<file path="src/rtl/sram_bank_arb_pkg.sv">
// Shared types and defaults for the two-port SRAM bank arbiter.
package sram_bank_arb_pkg;

   localparam int AW_DEF = 13;
   localparam int DW_DEF = 32;

   // INIT zero-fills the bank, RUN serves the two ports.
   typedef enum logic {
      INIT = 1'b0,
      RUN  = 1'b1
   } arb_state_t;

   // Identifies one of the two request ports.
   typedef logic port_idx_t;

   localparam port_idx_t PORT0 = 1'b0;
   localparam port_idx_t PORT1 = 1'b1;

endpackage

</file>
<file path="src/rtl/rr_arb2.sv">
// Two-way round-robin arbiter: combinational grant, registered last-granted port.
module rr_arb2
   import sram_bank_arb_pkg::*;
(
   input  logic       clk,
   input  logic       rst,
   input  logic [1:0] req,
   input  logic       advance,
   output logic [1:0] gnt,
   output port_idx_t  last
);

   // Lone requester always wins; on contention the port not granted last wins.
   always_comb begin
      gnt = 2'b00;
      if (advance) begin
         case (req)
            2'b01:   gnt = 2'b01;
            2'b10:   gnt = 2'b10;
            2'b11:   gnt = (last == PORT1) ? 2'b01 : 2'b10;
            default: gnt = 2'b00;
         endcase
      end
   end

   // Track the most recent winner; reset favours port 0 on the first tie.
   always_ff @(posedge clk or posedge rst) begin
      if (rst)
         last <= PORT1;
      else if (|gnt)
         last <= gnt[1] ? PORT1 : PORT0;
   end

endmodule

</file>
<file path="src/rtl/sram_bank_arbiter.sv">
// Two-port arbiter in front of a single-port SRAM bank, with optional
// zero-fill of the whole bank after reset.
module sram_bank_arbiter
   import sram_bank_arb_pkg::*;
#(
   parameter int AW        = AW_DEF,
   parameter int DW        = DW_DEF,
   parameter int INIT_ZERO = 1
) (
   input  logic            clk,
   input  logic            rst,
   input  logic            p0_req_i,
   input  logic            p0_we_i,
   input  logic [AW-1:0]   p0_addr_i,
   input  logic [DW-1:0]   p0_wdata_i,
   input  logic [DW/8-1:0] p0_be_i,
   output logic            p0_gnt_o,
   output logic            p0_rvalid_o,
   output logic [DW-1:0]   p0_rdata_o,
   input  logic            p1_req_i,
   input  logic            p1_we_i,
   input  logic [AW-1:0]   p1_addr_i,
   input  logic [DW-1:0]   p1_wdata_i,
   input  logic [DW/8-1:0] p1_be_i,
   output logic            p1_gnt_o,
   output logic            p1_rvalid_o,
   output logic [DW-1:0]   p1_rdata_o,
   output logic            mem_en_o,
   output logic            mem_we_o,
   output logic [AW-1:0]   mem_addr_o,
   output logic [DW-1:0]   mem_wdata_o,
   output logic [DW/8-1:0] mem_be_o,
   input  logic [DW-1:0]   mem_rdata_i,
   output logic            init_busy_o
);

   localparam logic [AW-1:0] LAST_ADDR = '1;

   arb_state_t state;
   logic [AW-1:0] init_cnt;
   logic [1:0]    gnt;
   logic [1:0]    rsp_vld;
   logic [1:0]    rsp_rd;
   logic          init_en;
   logic          run_en;
   port_idx_t     unused_last;

   // Outputs are forced quiet while rst is held, independent of state.
   assign init_en = (state == INIT) && !rst;
   assign run_en  = (state == RUN)  && !rst;

   rr_arb2 u_arb (
      .clk     (clk),
      .rst     (rst),
      .req     ({p1_req_i, p0_req_i}),
      .advance (run_en),
      .gnt     (gnt),
      .last    (unused_last)
   );

   // Zero-fill sweep: writes every address once, stops at the top without wrapping.
   always_ff @(posedge clk or posedge rst) begin
      if (rst) begin
         state    <= (INIT_ZERO != 0) ? INIT : RUN;
         init_cnt <= '0;
      end else if (state == INIT) begin
         if (init_cnt == LAST_ADDR)
            state <= RUN;
         else
            init_cnt <= init_cnt + 1'b1;
      end
   end

   // Bank command mux: fill writes in INIT, granted port in RUN.
   always_comb begin
      mem_en_o    = 1'b0;
      mem_we_o    = 1'b0;
      mem_addr_o  = '0;
      mem_wdata_o = '0;
      mem_be_o    = '0;
      if (init_en) begin
         mem_en_o   = 1'b1;
         mem_we_o   = 1'b1;
         mem_addr_o = init_cnt;
         mem_be_o   = '1;
      end else if (gnt[0]) begin
         mem_en_o    = 1'b1;
         mem_we_o    = p0_we_i;
         mem_addr_o  = p0_addr_i;
         mem_wdata_o = p0_wdata_i;
         mem_be_o    = p0_be_i;
      end else if (gnt[1]) begin
         mem_en_o    = 1'b1;
         mem_we_o    = p1_we_i;
         mem_addr_o  = p1_addr_i;
         mem_wdata_o = p1_wdata_i;
         mem_be_o    = p1_be_i;
      end
   end

   // One-stage response pipe per port; rsp_rd marks responses that carry data.
   always_ff @(posedge clk or posedge rst) begin
      if (rst) begin
         rsp_vld <= '0;
         rsp_rd  <= '0;
      end else begin
         rsp_vld <= gnt;
         rsp_rd  <= gnt & {~p1_we_i, ~p0_we_i};
      end
   end

   assign p0_gnt_o    = gnt[0];
   assign p1_gnt_o    = gnt[1];
   assign p0_rvalid_o = rsp_vld[0];
   assign p1_rvalid_o = rsp_vld[1];
   assign p0_rdata_o  = (rsp_vld[0] && rsp_rd[0]) ? mem_rdata_i : '0;
   assign p1_rdata_o  = (rsp_vld[1] && rsp_rd[1]) ? mem_rdata_i : '0;
   assign init_busy_o = (state == INIT);

endmodule

</file>
<file path="config.mk">
export PLATFORM = sky130hd
export DESIGN_NAME = sram_bank_arbiter
export DESIGN_NICKNAME = d
export VERILOG_FILES = /design/src/rtl/sram_bank_arb_pkg.sv /design/src/rtl/rr_arb2.sv /design/src/rtl/sram_bank_arbiter.sv
export SDC_FILE = /design/constraint.sdc
export NUM_CORES = 1
export LEC_CHECK = 0
export BUFFER_PORTS_ARGS = -buffer_cell sky130_fd_sc_hd__buf_2
export CORE_AREA = 3 3 98 100
export CTS_CLUSTER_SIZE = 10
export DETAILED_ROUTE_END_ITERATION = 8
export DIE_AREA = 0 0 101 103
export GPL_ROUTABILITY_DRIVEN = 0
export GPL_TIMING_DRIVEN = 0
export PLACE_DENSITY = 0.59
export SYNTH_ARGS = -nofsm -noshare
export SYNTH_HDL_FRONTEND = slang
export SYNTH_HIERARCHICAL = 1
export SYNTH_SLANG_ARGS = --single-unit
</file>
<file path="constraint.sdc">
create_clock -name clk -period 2.6 [get_ports clk]
set_input_delay 0.52 -clock clk [delete_from_list [all_inputs] [get_ports clk]]
set_output_delay 0.52 -clock clk [all_outputs]
set_load 0.01 [all_outputs]
</file>
### Yosys cells after proc, flatten, opt, wreduce, memory -nomap -nowiden

Cells that the tools add are included.

* muxes and demuxes: 22
* add/sub/neg operators: 1
* bitwise logic cells: 5
* reduce and logical (&&, ||, !) cells: 7
* equal/unequal tests: 4

Operators with widths (count)
* $mux W32: 5
* $mux W13: 3
* $add A13 B1 Y13 const B: 1
* $eq A13 B13 Y1 const B: 1
* $mux W4: 3
* $mux W1: 8
* $pmux W2 S3: 1
* $eq A2 B2 Y1 const B: 2
* $logic_and A1 B1 Y1: 4
* $mux W2: 2
* $not A1 Y1: 4
* $and A2 B2 Y2: 1
* $eq A2 B1 Y1 const B: 1
* $reduce_and A2 Y1: 1
* $reduce_or A2 Y1: 1
* $logic_not A1 Y1: 1

* register bits after elaboration: 19
* output and inout port bits: 120

### Depth between registers and ports, before layout

* word-level depth: 6
* mapped depth: 10
* depth with buffers taken out: 8

### Cells and area by module

Netlist, hierarchy kept.

Modules (own cells, without submodules)
* sram_bank_arbiter: cells each 277, times used 1, area each 1963.1 µm²
* rr_arb2: cells each 9, times used 1, area each 66.3 µm²

### Worst setup path before layout

Ideal clock, no wire load.

* kind: register -> output
* start point: register state
* end point: output port mem_addr_o[10]
* arrival time: 2.021 ns
* setup slack: 0.059 ns
* stages on the path, launching flop included: 9
* data required time: 2.080 ns
* cell sequence: dfrtp_1 inv_1 nor2_1 nand2_1 a21oi_1 nor2b_1 clkbuf_1 a22oi_1 o21ai_0

* elaborated cells between the ends (all ways): 7
* classes of those cells: 4 x mux; 1 x bitwise; 2 x reduce/logical

RTL lines
* start: declaration: RTL line sram_bank_arbiter.sv:39 `arb_state_t state;`
* start signal: assignment: RTL line sram_bank_arbiter.sv:64 `state <= (INIT_ZERO != 0) ? INIT : RUN;`
* $not A1 Y1 (no source line)
* named net init_busy_o: RTL line sram_bank_arbiter.sv:34 `output logic init_busy_o`
* $logic_and A1 B1 Y1: RTL line sram_bank_arbiter.sv:49 `assign init_en = (state == INIT) && !rst;`
* $mux W13: RTL line sram_bank_arbiter.sv:81 `if (init_en) begin`
* end: declaration: RTL line sram_bank_arbiter.sv:30 `output logic [AW-1:0] mem_addr_o,`

The timed path passes the listed nets, and every way through them passes these cells.

### Final worst setup path

* start point: register u_arb.last
* end point: output port mem_we_o

* cells in the longest elaborated chain, start to end: 6

RTL lines
* start: declaration: RTL line rr_arb2.sv:10 `output port_idx_t last`
* start signal: assignment: RTL line rr_arb2.sv:31 `last <= gnt[1] ? PORT1 : PORT0;`
* $mux W2 *: RTL line rr_arb2.sv:20 `2'b11: gnt = (last == PORT1) ? 2'b01 : 2'b10;`
* $pmux W2 S3 *: RTL line rr_arb2.sv:17 `case (req)`
* $mux W2 *: RTL line rr_arb2.sv:16 `if (advance) begin`
* $mux W1: RTL line sram_bank_arbiter.sv:92 `end else if (gnt[1]) begin`
* $mux W1 *: RTL line sram_bank_arbiter.sv:86 `end else if (gnt[0]) begin`
* $mux W1 *: RTL line sram_bank_arbiter.sv:81
* end: declaration: RTL line sram_bank_arbiter.sv:29 `output logic mem_we_o,`

Every way passes the cells marked *; elsewhere a longest branch is shown, timed or not.

==> reports/metrics.csv <==
metric,value,unit
run status,"finished, final reports clean",
Final #Nets,691,
Tcrit/Tclk final,96.40,%
Filler Cell Count,937,
Pwr Density,182.2,mW/mm²
Syn Nets,423,
worst setup margin,0.09351,ns
final hold slack,0.3098,ns
kind of critical path,reg -> out,
post-detail-place hpwl,8929,µm
GRT overflow,0,
total number of yosys warnings,6,
Initial Util,23.16,%
sequential area share after synthesis,23.49,%
most frequent cell after synthesis,and3_1,
# DRC,0,
Final Skew,0.003891,ns
maximum vdd drop,181.1,µV
share of post-route cells with drive strength above 1,54.43,%
antenna fix cells,0,
Unique masters post-synth,35,
RSZ-0062 raised after global routing,true,
Worst-Margin Slew,0.7498,ns
CP Data Arrival Time,1.99,ns
WP data required,2.08,ns
register area,478.0,µm²
Worst-Skew Late Latency,0.26,ns
Synth top area share,22.19,%
# setup viols final,0,
number of synthesized register bits,19,
worst hold-check path type,in -> async,
synth top area cells,"dfrtp_1 (22%), and3_1 (21%), a22oi_1 (16%)",
"Top FF cell, synth",dfrtp_1,
drt pass-1 iters,4,
via count,3188,
Die X,101,µm
htree depth,1,
Buffers on Ports,255,
r2r endpoint,init_cnt[1],
Synth Area per Inst,7.096,µm²
Die Height,103,µm
io pins,256,
largest net degree at the start of global routing,19,
initial antenna violation count,0,
FF-to-FF setup slack,0.95,ns
Slew headroom,49.96,%
Tot GR Track Use,18.42,%
Max-cap violations,0,
"area leader, netlist",dfrtp_1,
Final Critical Period,2.506,ns
Post-synth EDFFs,0,
CTS buffer count,3,
Fmax,399.0,MHz
Post-Route WL,10760,µm
Final Core Density,42.18,%
async set-reset flop share out of synthesis,100.0,%
drt first-iter violations,70,
pre-CTS setup slack,-0.6679,ns
Final Hold Violating Endpoints,0,
"Clk pin slew, worst setup/hold paths",0.08,ns
Netlist Area Pre-Place,0.002029,mm²
crit path launch type,flop,
die area,0.01040,mm²
area of the multi-input gates,0.001474,mm²
hold buffers post-CTS,0,
Critical Path End Type,output pin,
CTS tree,done,
FP Rows,34,
crit path max fanout,5,
most frequent cells after synthesis,"and3_1 (67), a22oi_1 (43), nor2_1 (41), clkbuf_1 (27)",
DR vias/cell,4.823,
Worst R2R Path Depth,5,
Final Slew Violations,0,
CTS Buffer Depth,2,
TritonCTS Sinks,19,
Pleak,2.347,nW
vias in the first global route,2956,
area growth from synthesis to layout,82.12,%
Core Area,0.008763,mm²
CTS root buf,clkbuf_8,
drt wl/cell,16.28,µm
Synth Instances,286,
Detail Route Antenna Nets,0,
first-pass GRT wire length,15320,µm
start of the worst register-to-register path,init_cnt[0],
Total Power,673.5,µW
==> flip-flops by register name (all words and copies together) (netlist names) <==
register    flops
init_cnt       13
rsp_rd          2
rsp_vld         2
state           1
u_arb/last      1
==> timing repair <==
item	CTS	global route
gates resized for setup	33	10
cloned	2	0
setup buffers	7	0
endpoints found under the setup margin	51	44
pin swaps	0	1
==> power by group <==
| part | switching [mW] | internal (mW) |
|---|---|---|
| registers | 0 | 0.295 |
| logic | 0.0745 | 0.0838 |
| clock network | 0.112 | 0.108 |
==> worst max path at each step <==
| stage | start | endpoint | slack, ns | cells past startpoint |
|---|---|---|---|---|
| floorplan | state | mem_addr_o[10] | 0.06 | 8 |
| finish | u_arb/last | mem_we_o | 0.09 | 7 |
| global route | state | mem_wdata_o[25] | -0.003 | 10 |
| CTS | state | mem_addr_o[2] | 0.01 | 5 |
| global placement | rst | mem_addr_o[7] | -0.57 | 9 |
| detailed placement | rst | mem_addr_o[7] | -0.67 | 9 |
==> per-layer routing <==
layer	share of wire (%)	track usage [%]
met1	38	22.16
met2	53	34.43
met3	8.2	3.924
met4	0.87	2.556
met5	0	0
==> kinds of logic after synthesis <==
family | count (synthesis) | share of synthesized area [%]
compound gates | 74 | 25.28
xor+xnor | 5 | 2.158
fa+ha+maj | 1 | 0.6164
buf+inv | 36 | 6.843
flops | 19 | 23.49
mux | 3 | 1.788
simple gates | 148 | 39.83
==> layout make-up <==
cell class,count,area share (%)
repair buffers,264,37.03
clock inverters,1,0.2031
multi-input cells,231,39.88
flip-flops and latches,19,12.93
well taps,108,3.656
inverters,6,0.6093
clock buffers,3,1.117
plain buffers,29,4.570
==> through the flow <==
step | cells | area, µm² | TNS [ns]
floorplan | 286 | 2029 | 0
global placement | 649 | 3441 | -20.26
detailed placement | 649 | 3441 | -24.82
CTS | 661 | 3679 | 0
global route | 661 | 3696 | -0.002877
finish | 661 | 3696 | 0
==> placed cells by master (no fill, tap or decap), drive strengths merged, types with 4 or more instances in the layout <==
cell,synthesis,layout
a21oi,8,8
a221o,5,5
a22oi,43,43
and3,67,67
buf,2,267
clkbuf,28,28
dfrtp,18,18
inv,6,6
nand2,18,18
nand3,5,5
nand4,4,4
nor2,42,42
o21ai,16,16
xor2,4,4
==> worst max-delay path: stages, from the launching register on <==
cell and delay [ns]:
dfstp_2 0.56, inv_1 0.09, a21oi_4 0.16, buf_8 0.14
nor2b_4 0.06, bufbuf_16 0.27, a221o_1 0.30, buf_2 0.15
(Power assumes the default switching activity.)
